`src/rtl/vga_pkg.sv`:
```
// Shared VGA 640x480 timing constants and the decoder state type.
// Imported by the sync decoder and its period meters.
package vga_pkg;

  localparam int H_ACTIVE = 640;
  localparam int H_FP     = 16;
  localparam int H_SYNC   = 96;
  localparam int H_BP     = 48;
  localparam int H_TOTAL  = 800;

  localparam int V_ACTIVE = 480;
  localparam int V_FP     = 10;
  localparam int V_SYNC   = 2;
  localparam int V_BP     = 33;
  localparam int V_TOTAL  = 525;

  typedef enum logic [1:0] {
    SEARCH,
    ACQUIRE,
    LOCKED
  } decState_t;

endpackage

```
`src/rtl/vga_period_meter.sv`:
```
// Sync edge detector with saturating period counter and
// a latch holding the last completed period.
module vga_period_meter #(
  parameter int W = 11
) (
  input  logic         clk,
  input  logic         nrst,
  input  logic         sync_i,
  input  logic         inc_i,
  output logic         edge_o,
  output logic [W-1:0] cnt_o,
  output logic [W-1:0] meas_o
);

  localparam logic [W-1:0] ONE = W'(1);
  localparam logic [W-1:0] MAX = '1;

  logic         prev_q;
  logic [W-1:0] cnt_q;
  logic [W-1:0] cnt_d;
  logic [W-1:0] meas_q;
  logic [W-1:0] meas_d;

  assign edge_o = sync_i & ~prev_q;
  assign cnt_o  = cnt_q;
  assign meas_o = meas_q;

  // On an edge the counter restarts, counting this
  // cycle's increment as the first unit of the new period.
  always_comb begin
    cnt_d  = cnt_q;
    meas_d = meas_q;
    if (edge_o) begin
      meas_d = cnt_q;
      cnt_d  = inc_i ? ONE : '0;
    end else if (inc_i && cnt_q != MAX) begin
      cnt_d = cnt_q + ONE;
    end
  end

  always_ff @(posedge clk or negedge nrst) begin
    if (!nrst) begin
      prev_q <= 1'b0;
      cnt_q  <= '0;
      meas_q <= '0;
    end else begin
      prev_q <= sync_i;
      cnt_q  <= cnt_d;
      meas_q <= meas_d;
    end
  end

endmodule

```
`src/rtl/vga_sync_decoder.sv`:
```
// VGA receive front end: measures line/frame timing, locks,
// and emits active pixels with recovered coordinates.
module vga_sync_decoder #(
  parameter int H_ACTIVE        = vga_pkg::H_ACTIVE,
  parameter int H_TOTAL         = vga_pkg::H_TOTAL,
  parameter int V_ACTIVE        = vga_pkg::V_ACTIVE,
  parameter int V_TOTAL         = vga_pkg::V_TOTAL,
  parameter int SYNC_ACTIVE_LOW = 1,
  parameter int LOCK_FRAMES     = 2
) (
  input  logic        clk,
  input  logic        nrst,
  input  logic        hSync,
  input  logic        vSync,
  input  logic        blankB,
  input  logic [3:0]  r,
  input  logic [3:0]  g,
  input  logic [3:0]  b,
  output logic        pixValid,
  output logic [9:0]  pixX,
  output logic [9:0]  pixY,
  output logic [3:0]  pixR,
  output logic [3:0]  pixG,
  output logic [3:0]  pixB,
  output logic        frameStart,
  output logic        lineStart,
  output logic        locked,
  output logic        timingErr,
  output logic [10:0] hTotalMeas,
  output logic [9:0]  vTotalMeas
);

  import vga_pkg::*;

  localparam logic [10:0] HT  = 11'(H_TOTAL);
  localparam logic [9:0]  HA  = 10'(H_ACTIVE);
  localparam logic [9:0]  VA  = 10'(V_ACTIVE);
  localparam logic [9:0]  VT  = 10'(V_TOTAL);
  localparam logic [3:0]  LF  = 4'(LOCK_FRAMES);
  localparam logic [9:0]  ONE = 10'd1;

  logic       hs_q, hs_d, vs_q, vs_d;
  logic       blank_q;
  logic [3:0] r_q, g_q, b_q;

  always_comb begin
    hs_d = (SYNC_ACTIVE_LOW != 0) ? ~hSync : hSync;
    vs_d = (SYNC_ACTIVE_LOW != 0) ? ~vSync : vSync;
  end

  always_ff @(posedge clk or negedge nrst) begin
    if (!nrst) begin
      hs_q    <= 1'b0;
      vs_q    <= 1'b0;
      blank_q <= 1'b0;
      r_q     <= '0;
      g_q     <= '0;
      b_q     <= '0;
    end else begin
      hs_q    <= hs_d;
      vs_q    <= vs_d;
      blank_q <= blankB;
      r_q     <= r;
      g_q     <= g;
      b_q     <= b;
    end
  end

  logic        h_edge, v_edge, h_sat;
  logic [10:0] h_cnt;
  logic [9:0]  v_cnt;

  vga_period_meter #(.W(11)) u_line (
    .clk    (clk),
    .nrst   (nrst),
    .sync_i (hs_q),
    .inc_i  (1'b1),
    .edge_o (h_edge),
    .cnt_o  (h_cnt),
    .meas_o (hTotalMeas)
  );

  vga_period_meter #(.W(10)) u_frame (
    .clk    (clk),
    .nrst   (nrst),
    .sync_i (vs_q),
    .inc_i  (h_edge),
    .edge_o (v_edge),
    .cnt_o  (v_cnt),
    .meas_o (vTotalMeas)
  );

  assign h_sat = h_cnt == 11'h7FF;

  decState_t  state_q;
  logic [3:0] good_q, good_inc;
  logic [9:0] x_q, x_d, y_q, y_d, y_inc;
  logic       bad_q, bad_d;
  logic       line_act, line_bad, pix_ovr;
  logic       frame_good, pv;

  // The line closes before the frame when both edges coincide.
  always_comb begin
    line_act = x_q != '0;
    x_d = x_q;
    if (h_edge) x_d = '0;
    else if (blank_q && x_q != '1) x_d = x_q + ONE;
    y_inc = y_q;
    if (h_edge && line_act && y_q != '1) y_inc = y_q + ONE;
    y_d = v_edge ? '0 : y_inc;
    line_bad = h_edge &&
      (h_cnt != HT || (line_act && x_q != HA));
    pix_ovr = blank_q && (x_q >= HA || y_q >= VA);
    frame_good = !(bad_q || line_bad || pix_ovr) &&
      v_cnt == VT && y_inc == VA;
    bad_d = v_edge ? 1'b0 : (bad_q | line_bad | pix_ovr);
    good_inc = good_q + 4'd1;
    pv = blank_q && state_q == LOCKED && x_q < HA && y_q < VA;
  end

  always_ff @(posedge clk or negedge nrst) begin
    if (!nrst) begin
      x_q   <= '0;
      y_q   <= '0;
      bad_q <= 1'b0;
    end else begin
      x_q   <= x_d;
      y_q   <= y_d;
      bad_q <= bad_d;
    end
  end

  always_ff @(posedge clk or negedge nrst) begin
    if (!nrst) begin
      state_q   <= SEARCH;
      good_q    <= '0;
      timingErr <= 1'b0;
    end else begin
      timingErr <= 1'b0;
      unique case (state_q)
        SEARCH: begin
          if (v_edge && !h_sat) begin
            state_q <= ACQUIRE;
            good_q  <= '0;
          end
        end
        ACQUIRE: begin
          if (h_sat) begin
            state_q <= SEARCH;
          end else if (v_edge) begin
            if (!frame_good) begin
              good_q <= '0;
            end else begin
              good_q <= good_inc;
              if (good_inc == LF) state_q <= LOCKED;
            end
          end
        end
        LOCKED: begin
          if (h_sat || (h_edge && h_cnt != HT) ||
              (v_edge && v_cnt != VT)) begin
            timingErr <= 1'b1;
            state_q   <= ACQUIRE;
            good_q    <= '0;
          end
        end
        default: state_q <= SEARCH;
      endcase
    end
  end

  assign locked = state_q == LOCKED;

  logic       pv_d, fs_d, ls_d;
  logic [9:0] px_d, py_d;
  logic [3:0] pr_d, pg_d, pb_d;

  always_comb begin
    pv_d = pv;
    fs_d = pv && x_q == '0 && y_q == '0;
    ls_d = pv && x_q == '0;
    px_d = pv ? x_q : pixX;
    py_d = pv ? y_q : pixY;
    pr_d = pv ? r_q : pixR;
    pg_d = pv ? g_q : pixG;
    pb_d = pv ? b_q : pixB;
  end

  always_ff @(posedge clk or negedge nrst) begin
    if (!nrst) begin
      pixValid   <= 1'b0;
      frameStart <= 1'b0;
      lineStart  <= 1'b0;
      pixX       <= '0;
      pixY       <= '0;
      pixR       <= '0;
      pixG       <= '0;
      pixB       <= '0;
    end else begin
      pixValid   <= pv_d;
      frameStart <= fs_d;
      lineStart  <= ls_d;
      pixX       <= px_d;
      pixY       <= py_d;
      pixR       <= pr_d;
      pixG       <= pg_d;
      pixB       <= pb_d;
    end
  end

endmodule

```
`config.mk`:
```
export PLATFORM = sky130hd
export DESIGN_NAME = vga_sync_decoder
export DESIGN_NICKNAME = d
export VERILOG_FILES = /design/src/rtl/vga_pkg.sv /design/src/rtl/vga_period_meter.sv /design/src/rtl/vga_sync_decoder.sv
export SDC_FILE = /design/constraint.sdc
export NUM_CORES = 1
export LEC_CHECK = 0
export BUFFER_PORTS_ARGS = -buffer_cell sky130_fd_sc_hd__buf_4
export CAP_MARGIN = 30
export CORE_AREA = 5 5 107 99
export CTS_CLUSTER_SIZE = 20
export DETAILED_ROUTE_END_ITERATION = 16
export DIE_AREA = 0 0 112 104
export PLACE_DENSITY = 0.81
export SLEW_MARGIN = 10
export SYNTH_ARGS = -nofsm -noshare
export SYNTH_HDL_FRONTEND = slang
export SYNTH_SLANG_ARGS = --single-unit
```
`constraint.sdc`:
```
create_clock -name clk -period 7.6 [get_ports clk]
set_clock_uncertainty 0.1 [all_clocks]
set_input_delay 1.52 -clock clk [delete_from_list [all_inputs] [get_ports clk]]
set_output_delay 1.52 -clock clk [all_outputs]
set_load 0.01 [all_outputs]
```
# Word level (Yosys, flattened, before mapping)
# Cells that the tools add are included.
# totals
register_bits	122
word_cells	123
# classes
addsub	5
n_lt_le_gt_ge	4
eq_ne	20
mux	25
n_bitwise	8
n_reduce_logical	35
# op_table
cell	n
$mux W10	6
$ne A10 B10 Y1 const B	5
$add A10 B1 Y10 const B	3
$mux W11	2
$logic_not A10 Y1	2
$mux W4	5
$logic_and A1 B1 Y1	17
$mux W2	6
$pmux W4 S3	1
$add A11 B1 Y11 const B	1
$eq A11 B11 Y1 const B	1
$ne A11 B10 Y1 const B	1
$ne A11 B11 Y1 const B	1
$eq A10 B10 Y1 const B	1
$eq A10 B9 Y1 const B	1
$ge A10 B10 Y1 const B	1
$ge A10 B9 Y1 const B	1
$lt A10 B10 Y1 const B	1
$lt A10 B9 Y1 const B	1
$reduce_and A5 Y1	2
$reduce_bool A10 Y1	1
$ne A3 B3 Y1 const B	3
$logic_or A1 B1 Y1	6
$ne A2 B2 Y1 const B	3
14 further kinds	25

# Depth between registers and ports, before layout
# depth
word_depth	13
depth_mapped	9
ltp_nobuf	8

# Modules after synthesis
# A second synthesis with hierarchy kept.
# unflattened
cells_unflattened	524
area_unflattened_um2	5659.2
# by_module_without_submodules
module	instances	cells_each	area_each_um2
vga_sync_decoder	1	305	3508.4
vga_period_meter at u_line	1	119	1179.9
vga_period_meter at u_frame	1	100	970.9

# Worst setup path before layout
# Ideal clock, no wire load.
# synth_path
path_type	reg2reg
start	register x_q[0]
end	register state_q[0]
arrival_ns	2.398
t_required_ns	7.381
setup_slack_ns	4.983
path_stages_with_launch	9
path_buffers	0
synth_period_minus_slack_ns	2.617
cell_sequence	dfrtp_1 > inv_1 > ha_1 > or3b_2 > o31a_1 > a211o_1 > a2111oi_4 > nand3_2 > o21a_1
# synth_between
elab_chain_cells	11
word_cells_on_any_way	19
# synth_lines
element	line_no	rtl
from (decl)	vga_sync_decoder.sv:97	logic [9:0] x_q, x_d, y_q, y_d, y_inc;
from (signal assigned)	vga_sync_decoder.sv:123	x_q <= '0;
from (signal assigned)	vga_sync_decoder.sv:127	x_q <= x_d;
branches (longest 8 deep; another with $ge A10 B10 Y1)	n/a	
$logic_and A1 B1 Y1 (*)	vga_sync_decoder.sv:115	v_cnt == VT && y_inc == VA;
$ne A3 B3 Y1 (no source line) (*)	n/a	
$reduce_and A5 Y1 (no source line) (*)	n/a	
to (signal assigned)	vga_sync_decoder.sv:135	state_q <= SEARCH;
to (signal assigned)	vga_sync_decoder.sv:143	state_q <= ACQUIRE;
to (signal assigned)	vga_sync_decoder.sv:149	state_q <= SEARCH;
to (decl)	vga_sync_decoder.sv:95	decState_t state_q;
# Every way passes the cells marked *.
# A chain may end at the register's enable or synchronous reset.

# Final worst setup path
# layout_path
start	register state_q[1]
end	output port locked
# layout_between
elab_chain_cells	1
# layout_lines
element	line_no	rtl
$eq A2 B2 Y1	vga_sync_decoder.sv:172	assign locked = state_q == LOCKED;
to (decl)	vga_sync_decoder.sv:27	output logic locked,
# Every way passes these cells.

==> impl_results.md <==
- Run status: completed
- Total Wirelength: 11.6 mm
- Via density: 5.51
- CP top delay family: flip-flops
- Area grow syn2layout: 22.8%
- RSZ-0062 raised after global routing: no
- Post-Syn Area per Cell: 10.3 µm²
- Initial antenna violation count: 0
- Post-synth top area cell: dfrtp_1
- H-tree Lvls: 4
- Final Critical Period: 3.05 ns
- Final setup TNS: 0 ns
- Vias in the first global route: 4243
- Die Height: 104 µm
- Worst VDD drop: 156 µV
- Count of cell types in the netlist: 58
- Final antenna diode count: 0
- Router iterations before antenna repair: 5
- Total gr overflow: 0
- WP buf/inv: 1
- Largest cells by area after synthesis: dfrtp_1 56%, nand2_1 8.0%, mux2_2 2.9%
- Remaining DRCs: 0
- Top FF cell, synth: dfrtp_1
- Tot GR Track Use: 0.210
- Worst Setup End Kind: output pin
- Layout cells sized above 1: 0.237
- CTS Buf Count: 17
- Setup crit start kind: flop
- Syn_nets: 556
- Post-CTS Hold Fix Bufs: 0
- Max Fclk: 328 MHz
- CTS tree: done
- Final Cell Area: 6690 µm²
- Critical Path RT: 5.98 ns
- Hold WC Path Type: reg -> reg
- Die Width: 112 µm
- CP max-delay cell: dfrtp_1
- Count of final setup violators: 0
- EDFF count, synth: 0
- Antenna-violating nets left: 0
- Leakage Power: 3.24 nW
- DR WL/cell: 15.6 µm
- IO Count: 75
- MaxCap Viol Count: 0
- Crit Path Class: reg -> out
- Synth warn: 0
- HPWL after detailed placement: 7.58 mm
- Placer Congestion: 0.882
- Ys async rst share: 1.00
- Crit share post-route: 0.401
- Critical path fanouts, max: 4
- # port buffers: 74
- Rows: 34
- # nets final: 631
- First-pass GRT wire length: 20.2 mm
- Clk buf depth: 2
- Initial Utilization: 0.579
- CTS sink cnt: 122
- Cell-by-cell listing of the critical path: nor2b_1, buf_4
- Most frequent cell after synthesis: dfrtp_1
- Root Driver: clkbuf_8
- DR iter-0 viols: 214
- CTS clock-pin slew for the worst setup and hold paths: 0.06 ns
- Sequential share of the synthesized area: 0.560
- Overall power: 1.69 mW
- PwrDens: 252 nW/µm²
- Yosys top cell area share: 0.560
- Post-Synthesis Cells: 529
- Final hold vios: 0
- Full die area: 11600 µm²
- Routed via count: 4095
- Final Max Slew Viols: 0
- Clock Latency Late Sink: 0.51 ns
- Cell Area, Synth: 5450 µm²
- Postcts setup bufs: 0
- Top post-synthesis cells by count: 122 x dfrtp_1, 116 x nand2_1, 41 x nor2_1, 18 x clkbuf_1, 18 x inv_1
- Worst-Margin Slew: 0.882 ns
- Number of synthesized register bits: 122
- Slew headroom: 0.407
- FILL cells: 698
- WP data arrival: 1.43 ns
- Largest net degree at the start of global routing: 72
- Placed inst area: 6070 µm²
- CP max stage delay: 0.42 ns
- Register-to-register setup slack: 4.62 ns
- Core Area: 9400 µm²
- Post-CTS sizing: 0
-- cell type report --
type                       count  area, µm²  share of cell area
clock inverter                11        146              0.0219
inverter                      18       67.6              0.0101
tap                          126        158              0.0236
timing repair buffer          79        613              0.0917
sequential                   122       3050               0.457
clock buffer                  21        439              0.0657
multi-input combinational    366       2210               0.331
-- worst reg2reg max path: stages (launching register included) --
cell and delay [ns]:
dfrtp_1 0.42, inv_1 0.11, ha_1 0.16, or3b_2 0.48, o31a_1 0.45, a211o_1 0.35
a2111oi_4 0.46, nand3_2 0.15, o21a_1 0.19
-- cell usage in the layout (no fill, tap or decap), types with 8 or more instances in the layout --
master,Yosys,routed
dfrtp_1,122,122
nand2_1,116,116
buf_4,0,78
nor2_1,41,41
inv_1,18,18
nand3_1,17,17
xnor2_1,16,16
o21ai_0,16,16
clkbuf_16,0,16
xor2_1,15,15
mux2_2,14,14
nor3_1,11,11
nand4_1,11,11
ha_1,10,10
o21ai_1,9,9
or3_1,8,8
a21oi_1,8,8
-- cell families after synthesis --
kind of cell | Yosys count | synth area share
XOR/XNOR | 31 | 0.0498
buffers and inverters | 41 | 0.0342
adder cells (fa/ha/maj) | 10 | 0.0230
AND/OR/NAND/NOR | 246 | 0.215
multiplexers | 16 | 0.0326
AO/OA/AOI/OAI | 63 | 0.0850
flip-flops | 122 | 0.560
-- through the flow --
step	std cells	hold slack, ns	util	worst slack [ns]
final	743	0.304	0.711	4.55
after floorplan	529	0.268	-	4.98
after global placement	710	0.279	0.646	4.59
after CTS	742	0.303	0.708	4.54
after global routing	743	0.325	0.711	4.49
after detailed placement	710	0.287	0.646	4.53
-- final timing paths --
check                           cells after the start          endpoint       start
worst max-delay path                                2            locked  state_q[1]
worst min-delay path                                0     u_line.prev_q        hs_q
worst max register to register                      8        state_q[0]      x_q[0]
worst min register to register                      0     u_line.prev_q        hs_q
max in group asynchronous                           3  u_line.meas_o[8]        nrst
min in group asynchronous                           1           pixX[6]        nrst
-- sequential cells by signal, summed over array words and instances (netlist names), 2 cells and up --
| signal | cells |
|---|---|
| b_q | 4 |
| g_q | 4 |
| good_q | 4 |
| pixB | 4 |
| pixG | 4 |
| pixR | 4 |
| pixX | 10 |
| pixY | 10 |
| r_q | 4 |
| state_q | 2 |
| u_frame.cnt_o | 10 |
| u_frame.meas_o | 10 |
| u_line.cnt_o | 11 |
| u_line.meas_o | 11 |
| x_q | 10 |
| y_q | 10 |
-- per-layer routing --
metal	global-route usage	wire length (µm)	part of all wire	up-vias
met5	0	0	0	-
met4	0.0764	156	0.013	0
met3	0.0477	636	0.055	20
met2	0.345	5730	0.49	133
met1	0.274	5100	0.44	1984
li1	-	-	-	1958
-- where the power goes --
part	internal [mW]	total [mW]	switching, mW
Clock	0.507	0.784	0.276
Combinational	0.0737	0.171	0.0969
Sequential	0.691	0.734	0.0429
Total	1.27	1.69	0.416
No activity file was read; power rests on OpenSTA's default activity.
